[src/rtl/vehicle_call_detector.sv]
// Loop-detector front end: synchronise, debounce and latch highway/country vehicle calls.
// Optional stuck-loop fault detection is built when STUCK_DETECT_EN is defined.
module vehicle_call_detector #(
    parameter int unsigned TICK_DIV    = 10,
    parameter int unsigned DEB_CYCLES  = 4,
    parameter int unsigned STUCK_TICKS = 60,
    parameter int unsigned CNT_W       = 8
) (
    input  logic clk,
    input  logic reset,
    input  logic loop_high_raw,
    input  logic loop_country_raw,
    input  logic greenhigh,
    input  logic greencountry,
    output logic highway_road,
    output logic country_road,
    output logic fault_high,
    output logic fault_country
);

    localparam int unsigned PW   = (TICK_DIV > 1) ? $clog2(TICK_DIV) : 1;
    localparam int unsigned NAPP = 2;

    // Bit 0 is the highway approach, bit 1 the country approach.
    logic [NAPP-1:0]  raw;
    logic [NAPP-1:0]  green;
    logic [NAPP-1:0]  sync1_q, sync2_q;
    logic [NAPP-1:0]  occ_q, occ_d;
    logic [NAPP-1:0]  occ_prev_q;
    logic [NAPP-1:0]  occ_rise;
    logic [NAPP-1:0]  call_q, call_d;
    logic [NAPP-1:0]  road_q, road_d;
    logic [CNT_W-1:0] deb_cnt_q [NAPP];
    logic [CNT_W-1:0] deb_cnt_d [NAPP];
    logic [PW-1:0]    presc_q, presc_d;
    logic             tick;

    assign raw   = {loop_country_raw, loop_high_raw};
    assign green = {greencountry, greenhigh};

    // Sample-tick prescaler; with TICK_DIV = 1 the count sits at 0 and tick is always high.
    always_comb begin
        tick    = (presc_q == PW'(TICK_DIV - 1));
        presc_d = tick ? '0 : presc_q + PW'(1);
    end

    // Debounce, edge detect, call latch and output next-state.
    always_comb begin
        occ_d    = occ_q;
        occ_rise = occ_q & ~occ_prev_q;
        call_d   = (call_q | occ_rise) & ~green;
        road_d   = call_q | occ_q;
        for (int i = 0; i < int'(NAPP); i++) begin
            deb_cnt_d[i] = deb_cnt_q[i];
            if (tick) begin
                if (sync2_q[i] == occ_q[i]) begin
                    deb_cnt_d[i] = '0;
                end else if (deb_cnt_q[i] == CNT_W'(DEB_CYCLES - 1)) begin
                    occ_d[i]     = sync2_q[i];
                    deb_cnt_d[i] = '0;
                end else begin
                    deb_cnt_d[i] = deb_cnt_q[i] + CNT_W'(1);
                end
            end
        end
    end

    always_ff @(posedge clk or posedge reset) begin
        if (reset) begin
            sync1_q    <= '0;
            sync2_q    <= '0;
            occ_q      <= '0;
            occ_prev_q <= '0;
            call_q     <= '0;
            road_q     <= '0;
            presc_q    <= '0;
            for (int i = 0; i < int'(NAPP); i++) begin
                deb_cnt_q[i] <= '0;
            end
        end else begin
            sync1_q    <= raw;
            sync2_q    <= sync1_q;
            occ_q      <= occ_d;
            occ_prev_q <= occ_q;
            call_q     <= call_d;
            road_q     <= road_d;
            presc_q    <= presc_d;
            for (int i = 0; i < int'(NAPP); i++) begin
                deb_cnt_q[i] <= deb_cnt_d[i];
            end
        end
    end

    assign highway_road = road_q[0];
    assign country_road = road_q[1];

`ifdef STUCK_DETECT_EN
    logic [CNT_W-1:0] stk_cnt_q [NAPP];
    logic [CNT_W-1:0] stk_cnt_d [NAPP];
    logic [NAPP-1:0]  fault_q, fault_d;

    // Occupied-time counter saturates at STUCK_TICKS; the fault flag is sticky until reset.
    always_comb begin
        fault_d = fault_q;
        for (int i = 0; i < int'(NAPP); i++) begin
            stk_cnt_d[i] = stk_cnt_q[i];
            if (!occ_q[i]) begin
                stk_cnt_d[i] = '0;
            end else if (tick && (stk_cnt_q[i] != CNT_W'(STUCK_TICKS))) begin
                stk_cnt_d[i] = stk_cnt_q[i] + CNT_W'(1);
            end
            if (stk_cnt_q[i] == CNT_W'(STUCK_TICKS)) begin
                fault_d[i] = 1'b1;
            end
        end
    end

    always_ff @(posedge clk or posedge reset) begin
        if (reset) begin
            fault_q <= '0;
            for (int i = 0; i < int'(NAPP); i++) begin
                stk_cnt_q[i] <= '0;
            end
        end else begin
            fault_q <= fault_d;
            for (int i = 0; i < int'(NAPP); i++) begin
                stk_cnt_q[i] <= stk_cnt_d[i];
            end
        end
    end

    assign fault_high    = fault_q[0];
    assign fault_country = fault_q[1];
`else
    assign fault_high    = 1'b0;
    assign fault_country = 1'b0;
`endif

endmodule

[config.mk]
export PLATFORM = sky130hd
export DESIGN_NAME = vehicle_call_detector
export DESIGN_NICKNAME = d
export VERILOG_FILES = /design/src/rtl/vehicle_call_detector.sv
export SDC_FILE = /design/constraint.sdc
export NUM_CORES = 1
export LEC_CHECK = 0
export CELL_PAD_IN_SITES_DETAIL_PLACEMENT = 0
export CELL_PAD_IN_SITES_GLOBAL_PLACEMENT = 1
export CORE_MARGIN = 4
export CORE_UTILIZATION = 40
export DETAILED_ROUTE_END_ITERATION = 10
export MAX_ROUTING_LAYER = met4
export PLACE_DENSITY_LB_ADDON = 0.1
export RECOVER_POWER = 50
export SYNTH_ARGS = -nofsm -noshare
export SYNTH_HDL_FRONTEND = slang
export SYNTH_SLANG_ARGS = --single-unit
[constraint.sdc]
create_clock -name clk -period 3.6 [get_ports clk]
set_clock_uncertainty 0.15 [all_clocks]
set_input_delay 0.36 -clock clk [delete_from_list [all_inputs] [get_ports clk]]
set_output_delay 0.36 -clock clk [all_outputs]
set_load 0.005 [all_outputs]
==> results of run 1 <==
[worst max-delay path, stage by stage, from the launching register on]
cell and delay (ns):
dfrtp_1 0.46, nand4bb_1 0.57, a211oi_4 0.67, a41oi_1 0.19, a31oi_1 0.17
[through the flow]
step | std cells | hold WS, ns | utilization [%] | total power, mW
2_1_floorplan | 131 | 0.181 | - | 0.431
3_3_place_gp | 181 | 0.188 | 46.1 | 0.448
3_5_place_dp | 181 | 0.187 | 46.1 | 0.449
4_1_cts | 189 | 0.201 | 48.7 | 0.730
5_1_grt | 189 | 0.213 | 48.6 | 0.755
6_report | 189 | 0.198 | 48.6 | 0.719
[metal layers]
| metal | GRT usage [%] | up-vias | wire (microns) |
|---|---|---|---|
| li1 | - | 493 | - |
| met1 | 13.6 | 509 | 1200 |
| met2 | 19.6 | 19 | 1240 |
| met3 | 4.80 | 2 | 107 |
| met4 | 5.21 | 0 | 22 |
| met5 | - | - | 0 |
[report_power, final]
group	switching (mW)	total [mW]	internal [mW]
clock	0.123	0.279	0.156
combinational	0.0297	0.0582	0.0285
sequential	0.0105	0.382	0.372
[flip-flops by register name, summed over array words and instances, names as in the netlist]
register	count
deb_cnt_q	16
presc_q	4
call_q	2
occ_prev_q	2
occ_q	2
road_q	2
sync1_q	2
sync2_q	2
[final timing paths]
| check | from | to | cells past startpoint |
|---|---|---|---|
| worst max-delay path | presc_q[2] | deb_cnt_q[12] | 4 |
| worst max register to register | presc_q[2] | deb_cnt_q[12] | 4 |
| worst min register to register | sync1_q[1] | sync2_q[1] | 0 |
| max in group asynchronous | reset | sync1_q[0] | 3 |
| min in group asynchronous | reset | presc_q[3] | 3 |
| worst min-delay path | sync1_q[1] | sync2_q[1] | 0 |
[kinds of logic after synthesis]
logic type,Yosys count,share of synthesized area [%]
AO/OA/AOI/OAI,31,15.6
XOR/XNOR,3,1.76
adder cells (fa/ha/maj),4,3.34
buffers and inverters,10,4.10
flip-flops,32,53.5
multiplexers,6,4.43
other,1,0.251
AND/OR/NAND/NOR,43,17.1
[cell usage in the layout (no fill, tap or decap), drive strengths merged]
master / n
a22o: 5
or2: 2
a41oi: 1
mux2: 5
a21oi: 7
xnor2: 3
and3: 6
nand3: 6
a21o: 2
nand2: 10
conb: 2
a221o: 2
nand2b: 4
dlygate4sd3: 3
and4: 2
a31oi: 11
buf: 1
o21ai: 1
clkbuf: 9
dfrtp: 32
nor3: 2
inv: 5
mux2i: 1
a211oi: 2
nor4b: 3
nor2: 7
nand4bb: 1
ha: 4
clkdlybuf4s50: 4
[cell type report]
class | instances | share of cell area, %
Tap cell | 46 | 3.41
Timing Repair Buffer | 9 | 4.82
Multi-Input combinational cell | 89 | 37.8
Inverter | 5 | 1.11
Sequential cell | 32 | 47.5
Clock buffer | 8 | 5.34
==> summary.txt, run 1 <==
Drt
  • Routed WL: 2570 microns
  • ANT nets after route: 0
  • DRC viols: 0
  • Vias/cell: ~5.4
  • DR vias: about 1000
  • Detailed Route Iter0 Violations: ~90
  • DR WL/cell: between 10 and 15 microns
  • DRT Pass-1 Iters: 4

Layout
  • Filler instances: 320
  • Area Growth Syn to Fin: 12.7%
  • Register area: 801 sq um
  • Nets: 152
  • Layout cell share with drive strength beyond 1: between 10% and 20%
  • Ant diodes: 0
  • Footprint of the multi-input gates: 638 sq um
  • Post-Layout Inst Area: ~1700 sq um

Global route
  • Initial antenna violation count: 0
  • First-pass GRT wire length: 4490 microns
  • Total Routing Usage GR: roughly 12%
  • GR Overflow Total: 0
  • Largest net degree at the start of global routing: 33
  • Vias in the first global route: 961

Critical path
  • R2r setup slk: 1.31 ns
  • Crit start category: flop
  • CP Max Fanout: 14
  • CP Capture Type: flop
  • CP Class: flop to flop
  • Req. time, crit path: around 3.7 ns
  • Worst Path Arrival: roughly 2.3 ns

Power
  • Pwr per Cell Area: about 430 nW/um^2
  • Pleak: approximately 0.8 nW
  • Max IR drop VDD: between 200 and 300 uV

Placement
  • DPL Wire Length: 1720 microns
  • Post-DP Area: 1600 sq um
  • Pre-CTS setup slack: 1.32 ns
  • Routability cong.: just under 0.8
  • IO Port Bufs: 7

Floorplanning
  • DIE AREA: ~4800 sq um
  • Ports: 10
  • Rows: 21
  • Die W: slightly below 70 microns
  • Die Ht: 69.2 microns
  • Core area: ~3500 sq um
  • Initial core utilization: between 40 and 50%

Timing
  • Pins over their slew limit: 33
  • Worst Tran Pin Value: 1.72 ns
  • Slew HR: -15.0%
  • Final worst slack: approximately 1.3 ns
  • Final setup fails: 0
  • RSZ-0062 raised after global routing: false
  • Setup_tns: 0 ns
  • Hold Vio Cnt, Final: 0
  • Post-route clock period utilization: around 64%
  • Fmax achieved: approximately 0.44 GHz
  • Fin crit period: roughly 2.3 ns

Synthesis
  • Seq/Total Area, Yosys: 53.5%
  • Most frequent cells after synthesis: dfrtp_1 (32), a31oi_1 (11), nand2_1 (10), a21oi_1 (7), nor2_1 (7)
  • Post-Syn Area: about 1500 sq um
  • EDFF count, synth: 0
  • Cells after Synth: 130
  • Async set-reset flop share out of synthesis: 100%
  • Top cell type's share of synthesized area: a little over half
  • Top-count cell post-synth: dfrtp_1
  • Area contributors post-synth: dfrtp_1 (54%), a31oi_1 (4.6%), mux2_2 (3.8%)
  • Synth unique cells: 32
  • Register bit count reported by yosys: 32
  • Top_reg_cell synth: dfrtp_1
  • Most area-hungry cell type in the Yosys netlist: dfrtp_1
  • Syn avg cell area: 11.5 sq um
  • Synth warn: 0

Status
  • Violated checks: capacitance limit, slew limit
  • Status: complete, but fails checks

Clocking
  • Clock Latency Late Sink: around 0.28 ns
  • Resized Gates After CTS: 0
  • Htree depth: 2
  • CTS sink cnt: 32
  • CTS Buf Count: 5
  • Longest Clk Path Bufs: 2
  • Clk root buf: clkbuf_8
  • CTS Hold Bufs: 0
  • Setup Buffers After CTS: 0
  • CTS tree: yes
  • Reg clk slew, reported paths: roughly 0.07 ns

Flow run
  • MaxCap Viol Count: 1

Min path
  • Min-delay worst type: flop to flop
(Power assumes the default switching activity.)
==> run 2, diff against run 1 <==
clock period = 2 ns   (was 3.6 ns; I/O delays follow)
==> summary.txt, run 2 (same netlist as run 1, synthesis figures left out) <==
Status
  • Status: finished clean (was complete, but fails checks)

Clocking
  • Reg clk slew, reported paths: 0.06 ns (was 0.07 ns)
  • Clk root buf: clkbuf_8 (unchanged)
  • Clock Latency Late Sink: 0.28 ns (about the same)
  • CTS tree: yes (unchanged)
  • CTS Buf Count: 5 (unchanged)
  • CTS Hold Bufs: 0 (unchanged)
  • Setup Buffers After CTS: 0 (unchanged)
  • Htree depth: 2 (unchanged)
  • Longest Clk Path Bufs: 2 (unchanged)
  • CTS sink cnt: 32 (unchanged)

Global route
  • Initial antenna violation count: 0 (unchanged)
  • Vias in the first global route: 1128 (was 961)
  • GR Overflow Total: 0 (unchanged)
  • Largest net degree at the start of global routing: 33 (unchanged)
  • Total Routing Usage GR: 14.5% (was 12.3%)
  • First-pass GRT wire length: 5240 microns (was 4490 microns)

Drt
  • DR vias: 1086 (was 1023)
  • Detailed Route Iter0 Violations: 69 (was 89)
  • DRT Pass-1 Iters: 4 (unchanged)
  • DRC viols: 0 (unchanged)
  • DR WL/cell: 14.1 microns (was 13.6 microns)
  • Vias/cell: 5.27 (was 5.41)
  • Routed WL: 2900 microns (was 2570 microns)
  • ANT nets after route: 0 (unchanged)

Critical path
  • Worst Path Buf+Inv: 1 (was 0)
  • CP max stage cell: dfrtp_1 (was a211oi_4)
  • CP Class: flop to flop (unchanged)
  • CP Capture Type: flop (unchanged)
  • CP Max Fanout: 6 (was 14)
  • CP top delay family: compound AO/OA/AOI/OAI gates (unchanged)
  • Worst Path Arrival: 1.90 ns (was 2.34 ns)
  • R2r worst-path depth: 6 (was 4)
  • Delay of the slowest critical-path stage: 0.43 ns (was 0.67 ns)
  • CP Launch Point: deb_cnt_q[8] (was presc_q[2])
  • Reg-to-reg startpoint: deb_cnt_q[8] (was presc_q[2])
  • Critical Path Most Common Cell: a31oi_1
  • Req. time, crit path: 2.04 ns (was 3.65 ns)
  • Crit start category: flop (unchanged)
  • R2r setup slk: 0.15 ns (was 1.31 ns)
  • Critical Path Stages: 6 (was 4)
  • CP cell instances: ha_1 -> nor4b_2 -> a211oi_4 -> buf_4 -> a31oi_1 -> a31oi_1 (was nand4bb_1 -> a211oi_4 -> a41oi_1 -> a31oi_1)

Floorplanning
  • DIE AREA: 4780 sq um (unchanged)
  • Rows: 21 (unchanged)
  • Ports: 10 (unchanged)
  • Die W: 69.2 microns (unchanged)
  • Die Ht: 69.2 microns (unchanged)
  • Initial core utilization: 43.1% (unchanged)
  • Core area: 3470 sq um (unchanged)

Timing
  • Pins over their slew limit: 0 (was 33)
  • Fmax achieved: 0.540 GHz (was 0.437 GHz)
  • Final worst slack: 0.148 ns (was 1.31 ns)
  • Slew HR: 49.5% (was -15.0%)
  • Hold Vio Cnt, Final: 0 (unchanged)
  • Worst Tran Pin Value: 0.758 ns (was 1.72 ns)
  • RSZ-0062 raised after global routing: false (unchanged)
  • Final setup fails: 0 (unchanged)
  • Fin crit period: 1.85 ns (was 2.29 ns)
  • Post-route clock period utilization: 92.6% (was 63.6%)

Power
  • Pwr per Cell Area: 717 nW/um^2 (was 426 nW/um^2)
  • Power share of the clock group: 38.2% (was 38.8%)
  • Seq pwr share: 51.9% (was 53.1%)
  • Pint: 1.02 mW (was 556 uW)
  • Pleak: 0.912 nW (was 0.819 nW)
  • Sw power: 301 uW (was 163 uW)
  • Max IR drop VDD: 549 uV (was 267 uV)
  • Logic pwr share: 9.9% (was 8.1%)
  • Switching share of power: 22.8% (was 22.7%)

Layout
  • Nets: 169 (was 152)
  • Fin cells: 206 (was 189)
  • Max FFs per register: 16 (unchanged)
  • Largest regs: deb_cnt_q x16, presc_q x4 (unchanged)
  • Layout cell share with drive strength beyond 1: 27.5% (was 16.8%)
  • Most frequent cells in the layout: dfrtp_1 (32), buf_4 (17), a31oi_1 (11) (was dfrtp_1 (32), a31oi_1 (11), nand2_1 (10))
  • Ant diodes: 0 (unchanged)
  • Reg with most FFs: deb_cnt_q (unchanged)
  • Filler instances: 327 (was 320)
  • Most common cell after layout, fill and taps aside: dfrtp_1 (unchanged)
  • Area Growth Syn to Fin: 22.7% (was 12.7%)

Placement
  • Routability cong.: 0.776 (was 0.772)
  • Dpl cells: 198 (was 181)
  • Pre-CTS setup slack: -0.265 ns (was 1.32 ns)
  • DPL Wire Length: 2070 microns (was 1720 microns)
  • IO Port Bufs: 7 (unchanged)

Flow run
  • MaxCap Viol Count: 0 (was 1)

Min path
  • Hold Path Origin: sync1_q[0] (was sync1_q[1])
  • Worst hold path depth: 0 (unchanged)
  • Min-delay worst type: flop to flop (unchanged)
run 2: cell types whose count changed in the layout (fill, tap and decap cells not counted), sizes merged:
cell	before	now
clkbuf	9	10
buf	1	17
run 2: power by group through the flow:
stage	registers, mW	logic [mW]	clock network, mW
final	0.683	0.130	0.503
after global routing	0.686	0.148	0.567
after CTS	0.683	0.130	0.525
after detailed placement	0.695	0.129	0
after global placement	0.694	0.125	0
after floorplan	0.694	0.0818	0
run 2: area by class of cell:
cell class                      count  area (sq um)  area share (%)
Sequential cell                    32           801            43.6
Timing Repair Buffer               26           206            11.2
Inverter                            5          18.8            1.02
Clock buffer                        8          90.1            4.91
Tap cell                           46          57.6            3.14
Multi-Input combinational cell     89           662            36.1
run 2: metal layers:
layer | global-route usage, % | vias to the layer above | routed length (microns)
met1 | 16.5 | 529 | 1310
li1 | - | 529 | -
met4 | 8.68 | 0 | 68
met5 | - | - | 0
met2 | 21.4 | 21 | 1350
met3 | 5.67 | 7 | 164
run 2: repair_timing:
| item | 4_1_cts | 5_1_grt |
|---|---|---|
| cloned | 0 | 0 |
| resized for setup | 1 | 3 |
| pin swaps | 0 | 1 |
| endpoints found under the setup margin | 7 | 5 |
run 2: worst reg2reg max path, delay by kind of cell, from the launching register on:
kind	cells	cell delay, ns
compound gates	3	0.56
fa+ha+maj	1	0.25
buf+inv	1	0.19
flops	1	0.43
simple gates	1	0.19
run 2: final timing paths:
check                                 to
setup reg to reg           deb_cnt_q[14]
max in group asynchronous     presc_q[3]
hold reg to reg               sync2_q[0]
min in group asynchronous   deb_cnt_q[1]
hold / removal                sync2_q[0]
setup / recovery           deb_cnt_q[14]
run 2: per-stage QoR:
stage,utilization (%),cell area (sq um),TNS [ns],power (mW),hold slack [ns]
2_1_floorplan,-,1500,0,0.776,0.0814
3_3_place_gp,49.8,1730,-0.469,0.819,0.187
3_5_place_dp,49.8,1730,-1.07,0.824,0.188
4_1_cts,52.6,1820,0,1.34,0.156
5_1_grt,52.9,1840,0,1.40,0.218
6_report,52.9,1840,0,1.32,0.200
==> run 3, diff against run 2 <==
CTS_BUF_LIST = sky130_fd_sc_hd__clkbuf_8   (was default)
==> summary.txt, run 3 (same netlist as run 1, synthesis figures left out) <==
Min path
  • Hold Path Origin: sync1_q[0] (unchanged)
  • Min-delay worst type: flop to flop (unchanged)

Timing
  • Worst Tran Pin Value: 0.756 ns (was 0.758 ns)
  • Post-route clock period utilization: 92.5% (was 92.6%)
  • RSZ-0062 raised after global routing: false (unchanged)
  • Hold Vio Cnt, Final: 0 (unchanged)
  • Fin crit period: 1.85 ns (about the same)
  • Pins over their slew limit: 0 (unchanged)
  • Fmax achieved: 0.540 GHz (about the same)
  • Slew HR: 49.6% (was 49.5%)
  • Final setup fails: 0 (unchanged)

Power
  • Power share of the clock group: 37.8% (was 38.2%)
  • Seq pwr share: 52.3% (was 51.9%)
  • Pwr per Cell Area: 712 nW/um^2 (was 717 nW/um^2)
  • Switching share of power: 23.1% (was 22.8%)
  • Max IR drop VDD: 549 uV (about the same)
  • Pint: 1.01 mW (was 1.02 mW)
  • Logic pwr share: 9.9% (about the same)
  • Pleak: 0.920 nW (was 0.912 nW)
  • Sw power: 302 uW (was 301 uW)

Layout
  • Most common cell after layout, fill and taps aside: dfrtp_1 (unchanged)
  • Footprint of the multi-input gates: 662 sq um (unchanged)
  • Post-layout util: 52.9% (unchanged)
  • Post-Layout Inst Area: 1840 sq um (unchanged)
  • Max FFs per register: 16 (unchanged)
  • Nets: 169 (unchanged)
  • Most frequent cells in the layout: dfrtp_1 (32), buf_4 (17), a31oi_1 (11) (unchanged)
  • Ant diodes: 0 (unchanged)
  • Largest regs: deb_cnt_q x16, presc_q x4 (unchanged)
  • Area Growth Syn to Fin: 22.7% (unchanged)
  • Layout cell share with drive strength beyond 1: 27.5% (unchanged)
  • Register area: 801 sq um (unchanged)
  • Filler instances: 327 (unchanged)
  • Reg with most FFs: deb_cnt_q (unchanged)

Placement
  • IO Port Bufs: 7 (unchanged)
  • Post-DP Area: 1730 sq um (unchanged)
  • Routability cong.: 0.776 (unchanged)
  • DPL Wire Length: 2070 microns (unchanged)

Drt
  • Detailed Route Iter0 Violations: 74 (was 69)
  • Routed WL: 2880 microns (was 2900 microns)
  • DRC viols: 0 (unchanged)
  • Vias/cell: 5.27 (unchanged)
  • DR vias: 1086 (unchanged)
  • ANT nets after route: 0 (unchanged)
  • DRT Pass-1 Iters: 4 (unchanged)
  • DR WL/cell: 14.0 microns (was 14.1 microns)

Critical path
  • R2r setup slk: 0.15 ns (about the same)
  • Reg-to-reg startpoint: deb_cnt_q[8] (unchanged)
  • CP Class: flop to flop (unchanged)
  • Crit start category: flop (unchanged)
  • Req. time, crit path: 2.04 ns (about the same)
  • CP Launch Point: deb_cnt_q[8] (unchanged)
  • CP Capture Type: flop (unchanged)
  • Worst Path Arrival: 1.90 ns (about the same)
  • CP Max Fanout: 6 (unchanged)

Global route
  • Total Routing Usage GR: 14.5% (unchanged)
  • Largest net degree at the start of global routing: 33 (unchanged)
  • Initial antenna violation count: 0 (unchanged)
  • First-pass GRT wire length: 5240 microns (unchanged)
  • GR Overflow Total: 0 (unchanged)
  • Vias in the first global route: 1128 (unchanged)

Clocking
  • Clk root buf: clkbuf_8 (unchanged)
  • CTS sink cnt: 32 (unchanged)
  • Clock Latency Late Sink: 0.28 ns (about the same)
  • Htree depth: 2 (unchanged)
  • CTS Buf Count: 5 (unchanged)
  • CTS tree: yes (unchanged)
  • Reg clk slew, reported paths: 0.06 ns (about the same)
  • Longest Clk Path Bufs: 2 (unchanged)
  • Setup Buffers After CTS: 0 (unchanged)

Floorplanning
  • Core area: 3470 sq um (unchanged)
  • Ports: 10 (unchanged)
  • Initial core utilization: 43.1% (unchanged)
  • DIE AREA: 4780 sq um (unchanged)
  • Die W: 69.2 microns (unchanged)
  • Die Ht: 69.2 microns (unchanged)
  • Rows: 21 (unchanged)

Flow run
  • MaxCap Viol Count: 0 (unchanged)

Status
  • Status: finished clean (unchanged)
==> run 3: cell count changes in the layout (fill, tap and decap cells not counted), sizes merged <==
cell / previous run / this run
clkbuf: 10 / 8
inv: 5 / 7
==> run 3: cell type report <==
cell class                 instances  share of cell area (%)
clock buffer                       6                    4.50
clock inverter                     2                   0.409
inverter                           5                    1.02
multi-input combinational         89                    36.1
sequential                        32                    43.6
tap                               46                    3.14
timing repair buffer              26                    11.2
==> run 3: final timing paths <==
| kind | end | cells after the start |
|---|---|---|
| setup reg to reg | deb_cnt_q[14] | 6 |
| min in group asynchronous | deb_cnt_q[1] | 3 |
| hold reg to reg | sync2_q[0] | 0 |
| setup / recovery | deb_cnt_q[14] | 6 |
| hold / removal | sync2_q[0] | 0 |
| max in group asynchronous | presc_q[3] | 3 |
==> run 3: power by group through the flow <==
stage	Combinational [mW]	Sequential (mW)	Clock, mW
after global routing	0.148	0.686	0.558
final	0.130	0.683	0.494
after global placement	0.125	0.694	0
after detailed placement	0.129	0.695	0
after floorplan	0.0818	0.694	0
after CTS	0.130	0.683	0.516
==> run 3: per-stage QoR <==
stage                     hold slack [ns]  cells  total power [mW]  setup slack (ns)  TNS [ns]
after detailed placement            0.188    198             0.824            -0.265     -1.07
after floorplan                    0.0814    131             0.776             0.215         0
after CTS                           0.156    206              1.33            0.0375         0
final                               0.200    206              1.31             0.149         0
after global placement              0.187    198             0.819            -0.150    -0.469
after global routing                0.218    206              1.39            0.0139         0
==> run 3: worst max-delay path, cell delays in order (launching register included) <==
cell      delay, ns
dfrtp_1        0.43
ha_1           0.25
nor4b_2        0.19
a211oi_4       0.28
buf_4          0.19
a31oi_1        0.09
a31oi_1        0.19
==> run 3: layer usage <==
| layer | share of wire [%] | vias up | wire length (microns) | global-route usage, % |
|---|---|---|---|---|
| met5 | 0 | - | 0 | - |
| met4 | 2.4 | 0 | 68 | 8.68 |
| met3 | 5.7 | 7 | 163 | 5.67 |
| met2 | 47 | 21 | 1340 | 21.4 |
| met1 | 45 | 530 | 1310 | 16.5 |
| li1 | - | 528 | - | - |
==> run 3: repair_timing <==
item,4_1_cts,5_1_grt
hold buffers,0,0
setup endpoints to repair,7,5
resized for setup,1,3
gates cloned,0,0
pin swaps,0,1
